File: src/rtl/lab7_selftest_seq.sv
// rtl/lab7_selftest_seq.sv - on-board self-test sequencer for the lab7 CPU top
// Optional: SELFTEST_STOP_ON_FAIL_EN ends the run on the first mismatch and freezes the DUT in reset.
module lab7_selftest_seq #(
  parameter int DATA_W     = 16,
  parameter int SW_W       = 10,
  parameter int NUM_CHECKS = 4,
  parameter int RST_CYCLES = 2,
  parameter int RUN_CYCLES = 100,
  localparam int ERR_W     = $clog2(NUM_CHECKS + 1),
  localparam int IDX_W     = ($clog2(NUM_CHECKS) > 0) ? $clog2(NUM_CHECKS) : 1
) (
  input  logic                         clk,
  input  logic                         reset_n,
  input  logic                         start,
  input  logic                         abort,
  input  logic [SW_W-1:0]              sw_cfg,
  input  logic [NUM_CHECKS*DATA_W-1:0] exp_data,
  input  logic [DATA_W-1:0]            obs_data,
  output logic                         dut_reset_n,
  output logic [SW_W-1:0]              dut_sw,
  output logic                         busy,
  output logic                         done,
  output logic                         pass,
  output logic [ERR_W-1:0]             err_count,
  output logic [IDX_W-1:0]             fail_idx
);

  localparam int MAX_CNT = (RST_CYCLES > RUN_CYCLES) ? RST_CYCLES : RUN_CYCLES;
  localparam int CNT_W   = ($clog2(MAX_CNT) > 0) ? $clog2(MAX_CNT) : 1;
  localparam logic [CNT_W-1:0] RST_LAST = CNT_W'(RST_CYCLES - 1);
  localparam logic [CNT_W-1:0] RUN_LAST = CNT_W'(RUN_CYCLES - 1);
  localparam logic [IDX_W-1:0] IDX_LAST = IDX_W'(NUM_CHECKS - 1);

  typedef enum logic [2:0] {IDLE, HOLD_RST, RUN, CHECK, DONE} state_t;

  state_t           state;
  logic [CNT_W-1:0] cnt;
  logic [IDX_W-1:0] idx;
  logic             mismatch;
  logic             stop_now;

  assign mismatch = (obs_data != exp_data[idx*DATA_W +: DATA_W]);

`ifdef SELFTEST_STOP_ON_FAIL_EN
  assign stop_now = mismatch;
`else
  assign stop_now = 1'b0;
`endif

  always_ff @(posedge clk or negedge reset_n) begin
    if (!reset_n) begin
      state       <= IDLE;
      dut_reset_n <= 1'b0;
      dut_sw      <= '0;
      busy        <= 1'b0;
      done        <= 1'b0;
      pass        <= 1'b0;
      err_count   <= '0;
      fail_idx    <= '0;
      idx         <= '0;
      cnt         <= '0;
    end else if (abort) begin
      // Abort beats start; error history is kept for inspection.
      state       <= IDLE;
      dut_reset_n <= 1'b0;
      busy        <= 1'b0;
      done        <= 1'b0;
      pass        <= 1'b0;
      idx         <= '0;
      cnt         <= '0;
    end else begin
      case (state)
        IDLE, DONE: begin
          if (start) begin
            state       <= HOLD_RST;
            dut_sw      <= sw_cfg;
            dut_reset_n <= 1'b0;
            busy        <= 1'b1;
            done        <= 1'b0;
            pass        <= 1'b0;
            err_count   <= '0;
            fail_idx    <= '0;
            idx         <= '0;
            cnt         <= '0;
          end
        end
        HOLD_RST: begin
          if (cnt == RST_LAST) begin
            state       <= RUN;
            dut_reset_n <= 1'b1;
            cnt         <= '0;
          end else begin
            cnt <= cnt + 1'b1;
          end
        end
        RUN: begin
          if (cnt == RUN_LAST) begin
            state <= CHECK;
            cnt   <= '0;
          end else begin
            cnt <= cnt + 1'b1;
          end
        end
        CHECK: begin
          if (mismatch) begin
            err_count <= err_count + ERR_W'(1);
            if (err_count == '0) fail_idx <= idx;
          end
          if (idx == IDX_LAST || stop_now) begin
            state <= DONE;
            busy  <= 1'b0;
            done  <= 1'b1;
            pass  <= !mismatch && (err_count == '0);
            if (stop_now) dut_reset_n <= 1'b0;
          end else begin
            state <= RUN;
            idx   <= idx + 1'b1;
          end
        end
        default: state <= IDLE;
      endcase
    end
  end

endmodule

File: config.mk
export PLATFORM = sky130hd
export DESIGN_NAME = lab7_selftest_seq
export DESIGN_NICKNAME = d
export VERILOG_FILES = /design/src/rtl/lab7_selftest_seq.sv
export SDC_FILE = /design/constraint.sdc
export NUM_CORES = 1
export LEC_CHECK = 0
export ABC_AREA = 1
export BUFFER_PORTS_ARGS = -buffer_cell sky130_fd_sc_hd__buf_2
export CORE_MARGIN = 8
export CORE_UTILIZATION = 40
export DETAILED_ROUTE_END_ITERATION = 10
export PLACE_DENSITY_LB_ADDON = 0.2
export SYNTH_ARGS = -nofsm -noshare
export SYNTH_HDL_FRONTEND = slang
export SYNTH_SLANG_ARGS = --single-unit
File: constraint.sdc
create_clock -name clk -period 1.7 [get_ports clk]
set_clock_uncertainty 0.05 [all_clocks]
set_input_delay 0.17 -clock clk [delete_from_list [all_inputs] [get_ports clk]]
set_output_delay 0.17 -clock clk [all_outputs]
set_load 0.01 [all_outputs]
# Word level (Yosys, flattened, before mapping)

Cells that the tools add are included.
Widths: inputs -> output; s select.

Bitwise gates (word level): 1
Reduce and logical (&&, ||, !) cells: 17
Shift operators: 1
Eq/ne operators: 16
$add $sub $neg: 3
Mux-type cells: 35

Operator list:

| operator            | number |
|---|---|
| $shiftx 64x7->16    | 1 |
| $mux 7              | 4 |
| $mux 3              | 7 |
| $pmux 7 s3          | 1 |
| $ne 16x16->1        | 1 |
| $ne 3x3->1 const B  | 5 |
| $reduce_and 3->1    | 5 |
| $pmux 3 s4          | 1 |
| $mux 1              | 10 |
| $mux 2              | 5 |
| $pmux 1 s2          | 4 |
| $pmux 2 s2          | 2 |
| $add 7x1->7 const B | 1 |
| $eq 7x1->1 const B  | 1 |
| $eq 7x7->1 const B  | 1 |
| $eq 3x2->1 const B  | 2 |
| $logic_not 3->1     | 2 |
| $ne 2x2->1 const B  | 3 |
| $pmux 3 s2          | 1 |
| $reduce_bool 3->1   | 2 |
| $reduce_and 5->1    | 1 |
| $reduce_and 4->1    | 1 |
| $reduce_bool 4->1   | 1 |
| $add 3x1->3 const B | 1 |
| 10 further kinds    | 10 |

Logic and storage cells: 83
Input bits: 94
Flip-flop bits (word level): 31

# Longest topological paths before layout

Word-level depth: 7
Depth in mapped cells: 15

# Worst setup path after synthesis

No wires, ideal clock.

Path kind: register to register
From: register idx[0]
To: register err_count[2]
Setup slack: 0.055 ns
Setup time: 0.066 ns
Stages on the path, launching flop included: 13
Required time: 1.584 ns
Arrival: 1.529 ns
Period minus slack after synthesis: 1.645 ns
Path through: dfrtp_1 -> buf_6 -> buf_4 -> nand2_1 -> nand3_1 -> nand2_1 -> xor2_1 -> nand2_1 -> nor2_2 -> nand3_4 -> nand3_2 -> nand2_1 -> nand2_1

Word-level cells in the longest chain between the ends: 4

Ends and longest elaborated chain:

| element                           | RTL line | text |
|---|---|---|
| start, declared                   | 38       | `logic [IDX_W-1:0] idx;` |
| start signal, assigned            | 117      | `idx <= idx + 1'b1;` |
| $shiftx 64x7->16                  | 42       | `assign mismatch = (obs_data != exp_data[idx*DATA_W +: DATA_W]);` |
| $ne 16x16->1                      | 42       |  |
| $ne 2x2->1 (no source line)       | -        |  |
| $reduce_and 4->1 (no source line) | -        |  |
| end signal, assigned              | 106      | `err_count <= err_count + ERR_W'(1);` |
| end, declared                     | 24       | `output logic [ERR_W-1:0] err_count,` |

Every way passes these cells.
A chain may end at the register's enable or synchronous reset.

# Worst setup path after layout

From: register idx[0]
To: register err_count[1]

The elaborated chain is that of the path after synthesis.

==> qor.txt <==
ANT cells -> 0
count of flip-flops with a built-in enable after synthesis -> 0
vias -> 2824
Mapped Nets -> 462
grt total ovfl -> 0
Root Driver -> clkbuf_8
final setup margin -> -0.1284 ns
final WL -> 7599 µm
final worst path period share -> 107.6%
vias in the first global route -> 2823
synth warn -> 0
CTS tree -> built
Clock Latency Late Sink -> 0.27 ns
area of the multi-input gates -> 0.001572 mm²
top cell type's share of synthesized area -> 31.28%
Fmax -> 546.9 MHz
fraction of layout cells with a size suffix above 1 -> 40.24%
Syn Std Cell Area -> 0.002480 mm²
Mapped Cells -> 363
Avg WL per Cell -> 13.06 µm
Syn Area/Cell -> 6.832 µm²
post-synth top area cell -> dfrtp_1
area delta synth->final -> 40.82%
Final Hold Viols -> 0
Critical Path Source Type -> register
routability cong. -> 0.8484
number of port buffers -> 112
die width -> 94.74 µm
final core area utilization -> 58.63%
#FFs+latches synth -> 31
GRT Total Usage -> 16.44%
initial antenna violation count -> 0
Pleak -> 1.866 nW
DP Area -> 0.003279 mm²
Slew @ Worst Pin -> 0.7017 ns
largest net degree at the start of global routing -> 32
Worst Path Arrival -> 1.99 ns
Worst-path clk slew -> 0.06 ns
Commonest cells post-synth -> 142 x nand2_1, 41 x nand3_1, 31 x dfrtp_1
register area -> 782.0 µm²
nets@finish -> 606
Design Area, Final -> 0.003492 mm²
Post-DP HPWL -> 6165 µm
drt via density -> 4.852
H-tree level count -> 2
sequential area share after synthesis -> 31.28%
first-pass GRT wire length -> 12160 µm
CP Capture Type -> register
detailed router's first-iteration violation count -> 136
Filler cells -> 563
post-route ant nets -> 0
failing checks -> negative setup slack
Reg2Reg Depth -> 11
Starting Density -> 41.64%
Synth Flop Type -> dfrtp_1
Synth area leaders -> dfrtp_1 31%, nand2_1 21%, nand3_1 8.3%
CP max FO -> 20
I/O pin count -> 113
fin crit period -> 1.828 ns
Hold Path Class -> in2reg
Max Buffers Root-to-Sink -> 2
Initial DRT Pass Iterations -> 4
most frequent cell after synthesis -> nand2_1
worst slack, placed -> -0.1504 ns
Core Box Area -> 0.005956 mm²
CTS Buf Count -> 5
ys async rst share -> 100.0%
Worst Path Required -> 1.86 ns
DRC violations left -> 0
setup violators final -> 6
Max VDD drop -> 0.0006300 V
Max Cap Viol -> 0
WS Path Type -> reg2reg
clock sink count -> 31
RSZ-0062 raised after global routing -> true
Slew Limit Fails -> 0
Die ar. -> 0.008976 mm²
hold path cells -> 2
overall die height -> 94.74 µm
worst rel slew slack -> 53.22%
Std-Cell Rows -> 28
status -> finished, violations left
Pwr per Cell Area -> 943.9 mW/mm²
synth unique cells -> 34
==> sequential cells by signal (all words and copies together) (netlist names) <==
signal and count:
busy 1, cnt 7, done 1, dut_reset_n 1
dut_sw 10, err_count 3, fail_idx 2, idx 2
pass 1, state 3
==> worst max-delay path, stage by stage, from the launching register on <==
cell     delay, ns
dfrtp_2       0.47
buf_12        0.18
nand2_1       0.06
nand3_1       0.11
nand2_1       0.15
xor2_1        0.16
nand2_1       0.08
nor2_2        0.16
nand3_4       0.14
nand3_2       0.10
nand2_1       0.06
nand2_1       0.06
==> kinds of logic after synthesis <==
kind of cell | after synthesis | synth area share, %
simple gates | 249 | 45.46
buf+inv | 39 | 8.577
flops | 31 | 31.28
compound gates | 23 | 5.197
mux | 10 | 4.541
xor+xnor | 6 | 2.422
fa+ha+maj | 5 | 2.523
==> path summary, 6_finish.rpt <==
kind	slack (ns)	to	start
min	0.08	dut_sw[7]$_DFFE_PN0P_	sw_cfg[7]
min reg2reg	0.42	done$_DFFE_PN0P_	done$_DFFE_PN0P_
max reg2reg	-0.13	err_count[1]$_DFFE_PN0P_	idx[0]$_DFFE_PN0P_
max	-0.13	err_count[1]$_DFFE_PN0P_	idx[0]$_DFFE_PN0P_
max in group asynchronous	0.67	idx[0]$_DFFE_PN0P_	reset_n
min in group asynchronous	0.42	cnt[2]$_DFFE_PN0P_	reset_n
==> stage by stage <==
step	total power [mW]	hold WS [ns]	TNS, ns	cells
after floorplan	1.953	-0.1756	0	363
after CTS	3.213	0.07097	-0.5914	579
after global routing	3.568	0.07092	-1.516	582
final	3.296	0.07668	-0.6452	582
after global placement	2.577	0.2032	-0.5816	570
after detailed placement	2.617	0.2124	-0.7772	570
==> layer usage <==
layer	global-route usage (%)	routed length (µm)
met5	0	0
met3	3.651	326
met2	29.03	3855
met4	2.471	53
met1	20.25	3364
==> power breakdown <==
group | total (mW) | internal, mW | switching [mW]
logic | 1.68 | 0.786 | 0.894
registers | 1.04 | 0.921 | 0.122
clock network | 0.573 | 0.317 | 0.256
==> cells in the final DEF, fill, tap and decap left out, types with 4 or more instances in the layout <==
| cell | n |
|---|---|
| buf_2 | 112 |
| nand3_1 | 40 |
| dfrtp_1 | 26 |
| clkbuf_8 | 6 |
| inv_1 | 21 |
| nor2_2 | 7 |
| inv_2 | 5 |
| nand4_1 | 11 |
| nor2_1 | 22 |
| nand3_2 | 4 |
| nand2_1 | 139 |
| a21oi_1 | 6 |
| ha_1 | 4 |
| buf_4 | 33 |
| nand3b_1 | 10 |
| o21ai_0 | 7 |
| dfrtp_2 | 5 |
| mux2_2 | 10 |
==> layout make-up <==
type / instances / area share (%)
Sequential cell: 31 / 22.39
Timing Repair inverter: 1 / 0.1791
Timing Repair Buffer: 147 / 24.01
Tap cell: 75 / 2.687
Multi-Input combinational cell: 293 / 45.00
Clock buffer: 6 / 2.365
Clock inverter: 1 / 0.1433
Inverter: 28 / 3.225
==> repair_timing <==
| action | in CTS | in global routing |
|---|---|---|
| setup endpoints to repair | 6 | 17 |
| cloned | 1 | 0 |
| hold buffers | 1 | 0 |
| resized for setup | 2 | 29 |
| hold endpoints to repair | 31 | 0 |
| pin swaps | 0 | 6 |
| buffers inserted | 0 | 3 |
Power figures use the tool's default switching activity.
